==> src/rtl/seq_mon_pkg.sv <==
// Shared types and constants for the sequence cover monitor.
package seq_mon_pkg;

    localparam int unsigned DELAY_MAX   = 16;
    localparam int unsigned COUNT_W_MAX = 32;

    typedef enum logic {
        IDLE = 1'b0,
        RUN  = 1'b1
    } state_t;

    typedef struct packed {
        logic [COUNT_W_MAX-1:0] count;
        logic                   ovf;
    } rpt_t;

endpackage

==> src/rtl/seq_mon_report_reg.sv <==
// Single-entry valid/ready report holding register with sticky overflow.
module seq_mon_report_reg
    import seq_mon_pkg::*;
#(
    parameter int unsigned COUNT_W = 16
) (
    input  logic               clk,
    input  logic               rst_n,
    input  logic               load,
    input  logic [COUNT_W-1:0] load_count,
    input  logic               ready,
    output logic               valid,
    output rpt_t               rpt
);

    logic [COUNT_W-1:0] count_q;
    logic               valid_q;
    logic               ovf_q;

    // A new report may replace the held one only when the slot is empty or being accepted
    always_ff @(posedge clk or negedge rst_n) begin
        if (!rst_n) begin
            count_q <= '0;
            valid_q <= 1'b0;
            ovf_q   <= 1'b0;
        end else if (load) begin
            if (!valid_q || ready) begin
                count_q <= load_count;
                valid_q <= 1'b1;
            end else begin
                ovf_q <= 1'b1;
            end
        end else if (valid_q && ready) begin
            valid_q <= 1'b0;
        end
    end

    assign valid = valid_q;
    assign rpt   = '{count: COUNT_W_MAX'(count_q), ovf: ovf_q};

endmodule

==> src/rtl/seq_cover_monitor.sv <==
// Synthesizable monitor for "x ##DELAY y": per-match pulse, lifetime count,
// and per-window match reports over a valid/ready handshake.
module seq_cover_monitor
    import seq_mon_pkg::*;
#(
    parameter int unsigned DELAY   = 1,
    parameter int unsigned COUNT_W = 16,
    parameter int unsigned WIN_W   = 16
) (
    input  logic               clk,
    input  logic               rst_n,
    input  logic               en,
    input  logic [WIN_W-1:0]   win_len,
    input  logic               x,
    input  logic               y,
    output logic               hit,
    output logic [COUNT_W-1:0] total,
    output logic               rpt_valid,
    output logic [COUNT_W-1:0] rpt_count,
    input  logic               rpt_ready,
    output logic               rpt_ovf
);

    localparam logic [COUNT_W-1:0] CNT_MAX = '1;

    generate
        if (DELAY < 1 || DELAY > DELAY_MAX) begin : g_bad_delay
            $error("seq_cover_monitor: DELAY out of range");
        end
        if (COUNT_W > COUNT_W_MAX) begin : g_bad_count_w
            $error("seq_cover_monitor: COUNT_W too wide");
        end
    endgenerate

    state_t             state_q, state_d;
    logic [DELAY-1:0]   x_hist_q;
    logic [WIN_W-1:0]   win_last_q;
    logic [WIN_W-1:0]   win_cnt_q;
    logic [COUNT_W-1:0] run_cnt_q;
    logic [COUNT_W-1:0] total_q;
    logic               hit_q;

    logic               match_c;
    logic               win_end_c;
    logic [COUNT_W-1:0] run_cnt_next_c;

    rpt_t                   rpt;
    logic [COUNT_W_MAX-1:0] rpt_count_unused;

    always_ff @(posedge clk or negedge rst_n) begin
        if (!rst_n) state_q <= IDLE;
        else        state_q <= state_d;
    end

    // Next state plus per-cycle match and window-end decode
    always_comb begin
        state_d        = state_q;
        match_c        = 1'b0;
        win_end_c      = 1'b0;
        run_cnt_next_c = run_cnt_q;
        case (state_q)
            IDLE: begin
                if (en) state_d = RUN;
            end
            RUN: begin
                match_c   = x_hist_q[DELAY-1] && y;
                win_end_c = en && (win_cnt_q == win_last_q);
                if (match_c && run_cnt_q != CNT_MAX) run_cnt_next_c = run_cnt_q + COUNT_W'(1);
                if (!en) state_d = IDLE;
            end
            default: state_d = IDLE;
        endcase
    end

    // History, window counters and lifetime total
    always_ff @(posedge clk or negedge rst_n) begin
        if (!rst_n) begin
            x_hist_q   <= '0;
            win_last_q <= '0;
            win_cnt_q  <= '0;
            run_cnt_q  <= '0;
            total_q    <= '0;
            hit_q      <= 1'b0;
        end else begin
            hit_q <= match_c;
            if (match_c && total_q != CNT_MAX) total_q <= total_q + COUNT_W'(1);
            if (state_q == IDLE) begin
                x_hist_q  <= '0;
                win_cnt_q <= '0;
                run_cnt_q <= '0;
                // Store length-1 so a zero length behaves as a one-cycle window
                if (en) win_last_q <= (win_len == '0) ? '0 : win_len - WIN_W'(1);
            end else begin
                x_hist_q <= (x_hist_q << 1) | DELAY'(x);
                if (win_end_c || !en) begin
                    win_cnt_q <= '0;
                    run_cnt_q <= '0;
                end else begin
                    win_cnt_q <= win_cnt_q + WIN_W'(1);
                    run_cnt_q <= run_cnt_next_c;
                end
            end
        end
    end

    seq_mon_report_reg #(
        .COUNT_W (COUNT_W)
    ) u_report (
        .clk        (clk),
        .rst_n      (rst_n),
        .load       (win_end_c),
        .load_count (run_cnt_next_c),
        .ready      (rpt_ready),
        .valid      (rpt_valid),
        .rpt        (rpt)
    );

    // Bits above COUNT_W in the shared report width are always zero
    assign rpt_count_unused = rpt.count;
    assign rpt_count        = rpt.count[COUNT_W-1:0];
    assign rpt_ovf          = rpt.ovf;
    assign hit              = hit_q;
    assign total            = total_q;

endmodule
==> config.mk <==
export PLATFORM = sky130hd
export DESIGN_NAME = seq_cover_monitor
export DESIGN_NICKNAME = d
export VERILOG_FILES = /design/src/rtl/seq_mon_pkg.sv /design/src/rtl/seq_mon_report_reg.sv /design/src/rtl/seq_cover_monitor.sv
export SDC_FILE = /design/constraint.sdc
export NUM_CORES = 1
export LEC_CHECK = 0
export ABC_AREA = 0
export BUFFER_PORTS_ARGS = -buffer_cell sky130_fd_sc_hd__buf_2
export CAP_MARGIN = 20
export CELL_PAD_IN_SITES_DETAIL_PLACEMENT = 0
export CELL_PAD_IN_SITES_GLOBAL_PLACEMENT = 1
export CORE_AREA = 4 4 115 117
export DETAILED_ROUTE_END_ITERATION = 12
export DIE_AREA = 0 0 119 121
export PLACE_DENSITY = 0.71
export SYNTH_ARGS = -nofsm -noshare
export SYNTH_HDL_FRONTEND = slang
export SYNTH_SLANG_ARGS = --single-unit
export TNS_END_PERCENT = 30
==> constraint.sdc <==
create_clock -name clk -period 5 [get_ports clk]
set_input_delay 0 -clock clk [delete_from_list [all_inputs] [get_ports clk]]
set_output_delay 0 -clock clk [all_outputs]
set_load 0.005 [all_outputs]
==> results.txt, run 1 <==
Status: completed
Layout Area Growth over Synthesis: 21.15%
Initial antenna violation count: 0
Clk_lat worst skew: 0.34 ns
DRT iter0 DRCs: 142
Port Buf Inserts: 56
Clock root buffer: clkbuf_16
Hold Vio Cnt, Final: 0
Post-CTS Setup Repair Bufs: 0
Power Dens Cells: 300.8 mW/mm2
Synth top area share: 50.72%
Async SR Flop Fraction: 100.0%
Most common cell after layout, fill and taps aside: dfrtp_1
Crit start category: flop
Vias per inst: 4.689
Warnings from Yosys: 0
Final Cycle Share: 52.10%
Post-Place Worst Slack: 2.379 ns
Crit path DAT: 2.79 ns
Slew HR: 34.63%
Peak supply drop: 0.0001614 V
Worst hold stages: 3
IO Count: 57
Final HPWL DP: 6183 um
Largest net degree at the start of global routing: 86
Clk pin slew, worst setup/hold paths: 0.06 ns
CTS tree: built
Worst EP required: 5.18 ns
Layout cells sized above 1: 17.42%
Post-synthesis sequential area ratio: 50.72%
Min-Delay Startpoint: win_len[6]
Final #Nets: 510
Die Ht: 121 um
Top post-synthesis cells by area: dfrtp_1 (51%), xor2_1 (7.9%), xnor2_1 (7.1%), mux2i_1 (4.1%), nand2_1 (3.4%)
Hold Path End: win_last_q[6]
RSZ-0062 raised after global routing: false
Flops & latches, synth: 85
EDFF count, synth: 0
DP Cell Count: 629
Worst Max-Slew Pin Slew: 0.9798 ns
Worst reg2reg setup slack: 2.39 ns
Cts bufs inserted: 9
Std-Cell Rows: 41
Vias in the first global route: 3108
Reg2Reg Depth: 5
Final setup fails: 0
Skew final: 0.006195 ns
First-pass GRT wire length: 14970 um
# DRC: 0
Critical path class: reg -> reg
CTS H-tree lvls: 3
Total core area: 0.01236 mm2
Routed Antenna Nets: 0
TNS Setup: 0 ns
Worst R2R Start: win_cnt_q[5]
Tot Pwr: 1.528 mW
N_diodes: 0
GRT Total Usage: 12.81%
Period minus WS final: 2.605 ns
Die Area: 0.01440 mm2
RePlAce Congestion: 0.8719
Worst setup slack after layout: 2.395 ns
Synthesized Nets: 436
Count of final max-slew check failures: 0
Final non-filler cell total: 660
Post-synth top flop: dfrtp_1
WHS: 0.008775 ns
Initial Util: 33.92%
Fillers: 1258
Distinct cell type count after synthesis: 41
DR pass1 iterations: 4
Avg WL per Cell: 13.08 um
Max-Cap Viols: 0
Clock tree buffer depth: 2
Clk sink count: 85
Post-layout util: 41.10%
Biggest area consumer among synthesized cells: dfrtp_1
Overflow after GRT: 0
Area of the mapped netlist: 0.004194 mm2
Post-Syn Instances: 409
Leakage power: 2.221 nW
Die Width: 119 um
Critical path peak fanout: 31
Max Clk Rate: 383.9 MHz
Crit. End Element: flop
Final WL: 8630 um
R2R Path End: run_cnt_q[12]
Design Area, Final: 0.005081 mm2
Avg Synthesized Cell Area: 10.25 um2
Placed Area: 0.004637 mm2
Most frequent cells in the layout: dfrtp_1 (85), buf_2 (55), xor2_1 (38), nand2_1 (38)
Via Count: 3095
Min-Delay Path Class: in -> reg
[critical path, stage by stage, from the launching register on]
cell and delay [ns]:
dfrtp_1 0.42, xor2_1 0.17, or4_1 0.56, or3b_1 0.43, o21ai_4 0.75, nor2_1 0.11
[cells by family after synthesis]
kind of cell,share of synthesized area [%]
simple gates,21.45
mux,4.594
buf+inv,3.282
xor+xnor,15.04
flops,50.72
compound gates,3.431
fa+ha+maj,1.492
[cells in the mapped netlist, drive strengths merged (2+ instances only)]
master / number
xnor2: 34
or4: 4
ha: 5
xor2: 38
or3: 2
o21ai: 17
and3: 6
nor4: 12
nor4b: 2
inv: 22
nor2: 44
nand2: 38
nand2b: 3
nand4: 13
and4: 2
clkbuf: 3
a21oi: 3
nand3: 22
mux2: 2
mux2i: 17
buf: 5
nor3: 14
and2: 5
dfrtp: 85
[final cells by class]
type / instances / area [um2] / share of cell area [%]
repair buffers: 71 / 450.4 / 8.865
inverters: 22 / 82.58 / 1.625
clock buffers: 10 / 229.0 / 4.506
well taps: 172 / 215.2 / 4.235
flip-flops and latches: 85 / 2127 / 41.86
clock inverters: 6 / 47.55 / 0.9357
multi-input cells: 294 / 1929 / 37.97
[repair_timing]
action	CTS	global route
hold buffers	14	0
gates resized for setup	0	0
hold endpoints to repair	98	0
endpoints found under the setup margin	0	0
[power by group]
part           internal, mW  switching (mW)  total (mW)  leakage [nW]
sequential            0.726          0.0338       0.759          1.07
combinational        0.0688          0.0797       0.149          1.03
clock                 0.339           0.281       0.620         0.121
total                  1.13           0.395        1.53          2.22
[worst max-delay path by stage]
stage / startpoint / end / slack, ns / depth (start not counted)
after floorplan: win_cnt_q[5] / run_cnt_q[15] / 2.97 / 6
after global placement: win_cnt_q[5] / win_cnt_q[13] / 2.45 / 5
after detailed placement: win_cnt_q[5] / run_cnt_q[2] / 2.38 / 5
after CTS: win_cnt_q[5] / run_cnt_q[1] / 2.37 / 5
after global routing: win_cnt_q[5] / run_cnt_q[1] / 2.16 / 5
final: win_cnt_q[5] / run_cnt_q[12] / 2.39 / 5
[flip-flops by register name, indices dropped and copies added, names as in the netlist, 16 cells and up]
signal	flops
u_report.count_q	16
total	16
run_cnt_q	16
win_cnt_q	16
win_last_q	16
[per-layer routing]
metal	vias to the layer above	share of wire, %	wire (um)	GRT usage, %
met5	-	0	0	0
met4	0	2.1	183	5.576
met3	13	3.8	328	2.890
met2	59	46	3947	20.03
met1	1485	48	4171	17.07
li1	1538	-	-	-
(Power assumes the default switching activity.)
==> inputs of run 2 (changes only) <==
clock period = 2.4 ns   (was 5 ns; I/O delays follow)
==> run 2 against run 1 <==
  * Via count barely moved
  * Largest power group unchanged
  * Critical endpoint is now run_cnt_q[9]
  * Total power rose by 110%
  * Highest routed layer unchanged
  * Clock-buffer cell count did not move
  * Worst hold slack improved by 0.0074 ns
  * Final cell count rose by 1.8%
  * Non-clock buffer count rose by 12
  * Sequential share of layout area fell by 0.96 points
==> results.txt, run 2 (synthesis gave the netlist of run 1 again) <==
Status: completed (unchanged)
Port Buf Inserts: 56 (unchanged)
Slowest CP cell: or4_1 (was o21ai_4)
Crit. End Element: flop (unchanged)
Peak supply drop: 0.0003605 V (was 0.0001614 V)
Vias per inst: 4.607 (was 4.689)
DR pass1 iterations: 4 (unchanged)
Critical path class: reg -> reg (unchanged)
GRT Total Usage: 12.98% (was 12.81%)
Clk sink count: 85 (unchanged)
CTS H-tree lvls: 3 (unchanged)
Hold Vio Cnt, Final: 0 (unchanged)
Initial antenna violation count: 0 (unchanged)
DP Cell Count: 640 (was 629)
Max Clk Rate: 443.8 MHz (was 383.9 MHz)
Power Dens Cells: 627.5 mW/mm2 (was 300.8 mW/mm2)
Vias in the first global route: 3187 (was 3108)
Final setup fails: 0 (unchanged)
CTS tree: built (unchanged)
Most common cell after layout, fill and taps aside: dfrtp_1 (unchanged)
Layout Area Growth over Synthesis: 23.99% (was 21.15%)
Skew final: 0.01044 ns (was 0.006195 ns)
Overflow after GRT: 0 (unchanged)
Crit path cell chain: xor2_1, or4_1, or3b_1, o21ai_4, buf_4, nor2_1 (was xor2_1, or4_1, or3b_1, o21ai_4, nor2_1)
Post-layout util: 42.06% (was 41.10%)
Clk_lat worst skew: 0.33 ns (was 0.34 ns)
Largest net degree at the start of global routing: 86 (unchanged)
N_diodes: 0 (unchanged)
Period minus WS final: 2.253 ns (was 2.605 ns)
Worst reg2reg setup slack: 0.15 ns (was 2.39 ns)
Initial Util: 33.92% (unchanged)
Clock root buffer: clkbuf_16 (unchanged)
Launch point of the worst path: win_cnt_q[5] (unchanged)
DRT iter0 DRCs: 137 (was 142)
Worst Max-Slew Pin Slew: 0.5990 ns (was 0.9798 ns)
Slew HR: 59.70% (was 34.63%)
Cts bufs inserted: 9 (unchanged)
Die Width: 119 um (unchanged)
First-pass GRT wire length: 15200 um (was 14970 um)
CP top delay family: simple AND/OR/NAND/NOR gates (unchanged)
Final WL: 8569 um (was 8630 um)
Final Cycle Share: 93.89% (was 52.10%)
Std-Cell Rows: 41 (unchanged)
Post-CTS Setup Repair Bufs: 0 (unchanged)
Leakage power: 2.305 nW (was 2.221 nW)
Crit path DAT: 2.47 ns (was 2.79 ns)
Clock tree buffer depth: 2 (unchanged)
TNS Setup: 0 ns (unchanged)
Final non-filler cell total: 672 (was 660)
Crit path largest cell delay: 0.55 ns (was 0.75 ns)
Design Area, Final: 0.005200 mm2 (was 0.005081 mm2)
CP endpoint: run_cnt_q[9] (was run_cnt_q[12])
# DRC: 0 (unchanged)
Max-Cap Viols: 0 (unchanged)
Total core area: 0.01236 mm2 (unchanged)
Most frequent cells in the layout: dfrtp_1 (85), buf_2 (55), xor2_1 (38), nand2_1 (38) (unchanged)
Avg WL per Cell: 12.75 um (was 13.08 um)
Die Ht: 121 um (unchanged)
Worst path buffer plus inverter count: 1 (was 0)
R2R Path End: run_cnt_q[9] (was run_cnt_q[12])
Min-Delay Path Class: in -> reg (unchanged)
Count of final max-slew check failures: 0 (unchanged)
Worst EP required: 2.61 ns (was 5.18 ns)
Via Count: 3096 (was 3095)
Crit path depth: 6 (was 5)
Final HPWL DP: 6299 um (was 6183 um)
Crit start category: flop (unchanged)
Die Area: 0.01440 mm2 (unchanged)
Hold_buf cts: 15 (was 14)
Final #Nets: 522 (was 510)
RePlAce Congestion: 0.9010 (was 0.8719)
Routed Antenna Nets: 0 (unchanged)
Reg2Reg Depth: 6 (was 5)
Worst R2R Start: win_cnt_q[5] (unchanged)
IO Count: 57 (unchanged)
Post_cts resized: 0 (unchanged)
Layout cells sized above 1: 19.20% (was 17.42%)
Clk pin slew, worst setup/hold paths: 0.06 ns (about the same)
Placed Area: 0.004732 mm2 (was 0.004637 mm2)
RSZ-0062 raised after global routing: false (unchanged)
Critical path peak fanout: 9 (was 31)
==> run 2: cell count changes in the layout (fill, tap and decap cells not counted) <==
cell,delta
buf_4,+10
clkinv_2,+3
clkinvlp_4,-3
buf_12,+1
dlygate4sd3_1,+1
bufinv_16,+1
clkinv_4,-1
==> run 2: worst min path at each step <==
stage,start,end,cells past startpoint
after floorplan,rst_n,hit,0
after global placement,en,state_q,1
after detailed placement,en,state_q,1
after CTS,win_len[12],win_last_q[12],3
after global routing,win_len[2],win_last_q[2],3
final,win_len[2],win_last_q[2],3
==> run 2: routing by layer <==
metal	routed length (um)	share of wire [%]	vias to the layer above	global-route usage, %
met5	0	0	-	0
met4	132	1.5	0	4.634
met3	327	3.8	11	3.217
met2	3983	46	60	21.51
met1	4125	48	1469	16.52
li1	-	-	1556	-
==> run 2: final cells by class <==
| type | instances | area [um2] |
|---|---|---|
| inverter | 22 | 82.58 |
| clock inverter | 6 | 61.31 |
| multi-input combinational | 294 | 1929 |
| fill | 1204 | 7163 |
| clock buffer | 10 | 229.0 |
| sequential | 85 | 2127 |
| timing repair buffer | 83 | 555.5 |
| tap | 172 | 215.2 |
==> run 2: power by group <==
part / leakage (nW) / total (mW) / switching (mW) / internal [mW]
logic: 1.09 / 0.322 / 0.170 / 0.153
registers: 1.07 / 1.58 / 0.0717 / 1.51
clock network: 0.143 / 1.36 / 0.553 / 0.804
==> run 2: worst register-to-register path: stages (launching register included) <==
cell	delay (ns)
dfrtp_1	0.43
xor2_1	0.17
or4_1	0.55
or3b_1	0.43
o21ai_4	0.27
buf_4	0.22
nor2_1	0.06
==> run 2: stage by stage <==
| stage | hold WS [ns] | setup WS, ns | power (mW) |
|---|---|---|---|
| floorplan | -0.2956 | 0.3745 | 1.763 |
| global placement | 0.1407 | 0.1988 | 1.903 |
| detailed placement | 0.1448 | 0.1528 | 1.916 |
| CTS | 0.005999 | 0.1384 | 3.319 |
| global route | 0.01877 | 0.03250 | 3.459 |
| finish | 0.01613 | 0.1466 | 3.263 |
==> inputs of run 3 (changes only) <==
MAX_ROUTING_LAYER = met4   (was not set)
PLACE_DENSITY = 0.7   (was 0.71)
TNS_END_PERCENT = 5   (was 30)
==> run 3 against run 2 <==
  * Die area stayed put
  * Final area decreased by 1.0%
  * Utilization down 0.44 points
  * Non-clock buffer count shrank 4
  * Clock skew fell by 0.0012 ns
  * Combinational power decreased by 2%
  * Fmax is 1.1% higher
  * Total power grew 0.25%
  * Critical path depth unchanged
  * Via count increased by 0.39%
  * Worst hold slack got worse by 0.0032 ns
  * Critical path type unchanged
  * Critical endpoint is now run_cnt_q[8]
==> results.txt, run 3 (synthesis gave the netlist of run 1 again) <==
Reg2Reg Depth: 6 (unchanged)
N_diodes: 0 (unchanged)
Design Area, Final: 0.005146 mm2 (was 0.005200 mm2)
Critical path peak fanout: 20 (was 9)
Layout cells sized above 1: 18.62% (was 19.20%)
Worst reg2reg setup slack: 0.17 ns (was 0.15 ns)
GRT Total Usage: 13.53% (was 12.98%)
Worst EP required: 2.62 ns (was 2.61 ns)
Vias in the first global route: 3193 (was 3187)
Crit. End Element: flop (unchanged)
DRT iter0 DRCs: 196 (was 137)
Layout Area Growth over Synthesis: 22.70% (was 23.99%)
Post-CTS Setup Repair Bufs: 0 (unchanged)
Most common cell after layout, fill and taps aside: dfrtp_1 (unchanged)
Placed Area: 0.004717 mm2 (was 0.004732 mm2)
Final setup fails: 0 (unchanged)
Crit path DAT: 2.45 ns (was 2.47 ns)
Worst R2R Start: win_cnt_q[5] (unchanged)
Final Cycle Share: 92.88% (was 93.89%)
Worst Max-Slew Pin Slew: 0.6958 ns (was 0.5990 ns)
Avg WL per Cell: 13.21 um (was 12.75 um)
IO Count: 57 (unchanged)
Hold_buf cts: 14 (was 15)
Vias per inst: 4.667 (was 4.607)
Area occupied by multi-input gates: 0.001929 mm2 (unchanged)
Largest net degree at the start of global routing: 45 (was 86)
Post_cts resized: 0 (unchanged)
Die Ht: 121 um (unchanged)
Port Buf Inserts: 56 (unchanged)
Final HPWL DP: 6464 um (was 6299 um)
GR Util met2: 21.62% (was 21.51%)
M3 GR Usage: 3.450% (was 3.217%)
Skew final: 0.009187 ns (was 0.01044 ns)
DR pass1 iterations: 4 (unchanged)
Status: completed (unchanged)
Std-Cell Rows: 41 (unchanged)
Crit start category: flop (unchanged)
Die Width: 119 um (unchanged)
Final WL: 8800 um (was 8569 um)
CTS H-tree lvls: 3 (unchanged)
Total core area: 0.01236 mm2 (unchanged)
Clock tree buffer depth: 2 (unchanged)
Tot Pwr: 3.271 mW (was 3.263 mW)
Worst hold stages: 3 (unchanged)
Cts bufs inserted: 9 (unchanged)
Count of final max-slew check failures: 0 (unchanged)
Min-Delay Startpoint: win_len[12] (was win_len[2])
Leakage power: 2.271 nW (was 2.305 nW)
Via Count: 3108 (was 3096)
First-pass GRT wire length: 15180 um (was 15200 um)
Slew HR: 53.19% (was 59.70%)
Most frequent cells in the layout: dfrtp_1 (85), buf_2 (55), xor2_1 (38), nand2_1 (38) (unchanged)
Clk sink count: 85 (unchanged)
Max Clk Rate: 448.6 MHz (was 443.8 MHz)
Gr busiest metal: met2 (unchanged)
Hold Vio Cnt, Final: 0 (unchanged)
Period minus WS final: 2.229 ns (was 2.253 ns)
Fillers: 1220 (was 1204)
Clk_lat worst skew: 0.34 ns (was 0.33 ns)
Initial Util: 33.92% (unchanged)
TNS Setup: 0 ns (unchanged)
Max-Cap Viols: 0 (unchanged)
GR Util met1: 16.72% (was 16.52%)
Hold Path End: win_last_q[12] (was win_last_q[2])
Min-Delay Path Class: in -> reg (unchanged)
Clk pin slew, worst setup/hold paths: 0.06 ns (about the same)
RePlAce Congestion: 0.8690 (was 0.9010)
Critical path class: reg -> reg (unchanged)
Overflow after GRT: 0 (unchanged)
Final #Nets: 518 (was 522)
R2R Path End: run_cnt_q[8] (was run_cnt_q[9])
# DRC: 0 (unchanged)
Peak supply drop: 0.0003210 V (was 0.0003605 V)
Clock root buffer: clkbuf_16 (unchanged)
RSZ-0062 raised after global routing: false (unchanged)
Routed Antenna Nets: 0 (unchanged)
Initial antenna violation count: 0 (unchanged)
CTS tree: built (unchanged)
Power Dens Cells: 635.7 mW/mm2 (was 627.5 mW/mm2)
Register cell area after layout: 0.002127 mm2 (unchanged)
Die Area: 0.01440 mm2 (unchanged)
## run 3: cell types whose count changed in the layout (fill, tap and decap cells not counted), sizes merged
cell,before,now
clkinvlp,1,2
inv,23,22
clkinv,3,1
buf,68,65
dlygate4sd3,15,14
## run 3: worst max-delay path by stage
stage | startpoint | endpoint
3_3_place_gp | win_cnt_q[6] | run_cnt_q[13]
2_1_floorplan | win_cnt_q[5] | run_cnt_q[15]
4_1_cts | win_cnt_q[5] | run_cnt_q[4]
3_5_place_dp | win_cnt_q[5] | run_cnt_q[4]
5_1_grt | win_cnt_q[5] | run_cnt_q[4]
6_report | win_cnt_q[5] | run_cnt_q[8]
## run 3: layer usage
layer  share of wire [%]  vias to the layer above
li1                    -                     1550
met1                  47                     1485
met2                  48                       62
met3                 3.7                       11
met4                 1.3                        0
met5                   0                        -
## run 3: per-stage QoR
step           std cells  setup WS [ns]  util, %  hold slack [ns]
6_report             666         0.1708    41.63          0.01294
5_1_grt              666        0.07700    41.63          0.02244
4_1_cts              666         0.1717    41.63         0.001244
3_5_place_dp         638         0.1889    38.15          0.02896
3_3_place_gp         638         0.2645    38.15          0.02522
2_1_floorplan        409         0.3745        -          -0.2956
## run 3: layout make-up
class                           instances  share of cell area [%]
Sequential cell                        85                   41.33
Multi-Input combinational cell        294                   37.49
Timing Repair Buffer                   79                   9.774
Clock buffer                           10                   4.644
Tap cell                              172                   4.182
Inverter                               22                   1.605
Clock inverter                          4                  0.9725
## run 3: critical path: stages (launching register included)
cell	delay (ns)
dfrtp_1	0.43
xor2_1	0.18
or4_1	0.55
or3b_1	0.43
o21ai_4	0.14
buf_4	0.28
nor2_1	0.09
## run 3: power breakdown
part           switching, mW  total [mW]  leakage [nW]  internal, mW
clock network          0.552        1.37         0.136         0.821
registers             0.0721        1.58          1.07          1.51
logic                  0.169       0.315          1.06         0.146
total                  0.792        3.27          2.27          2.48
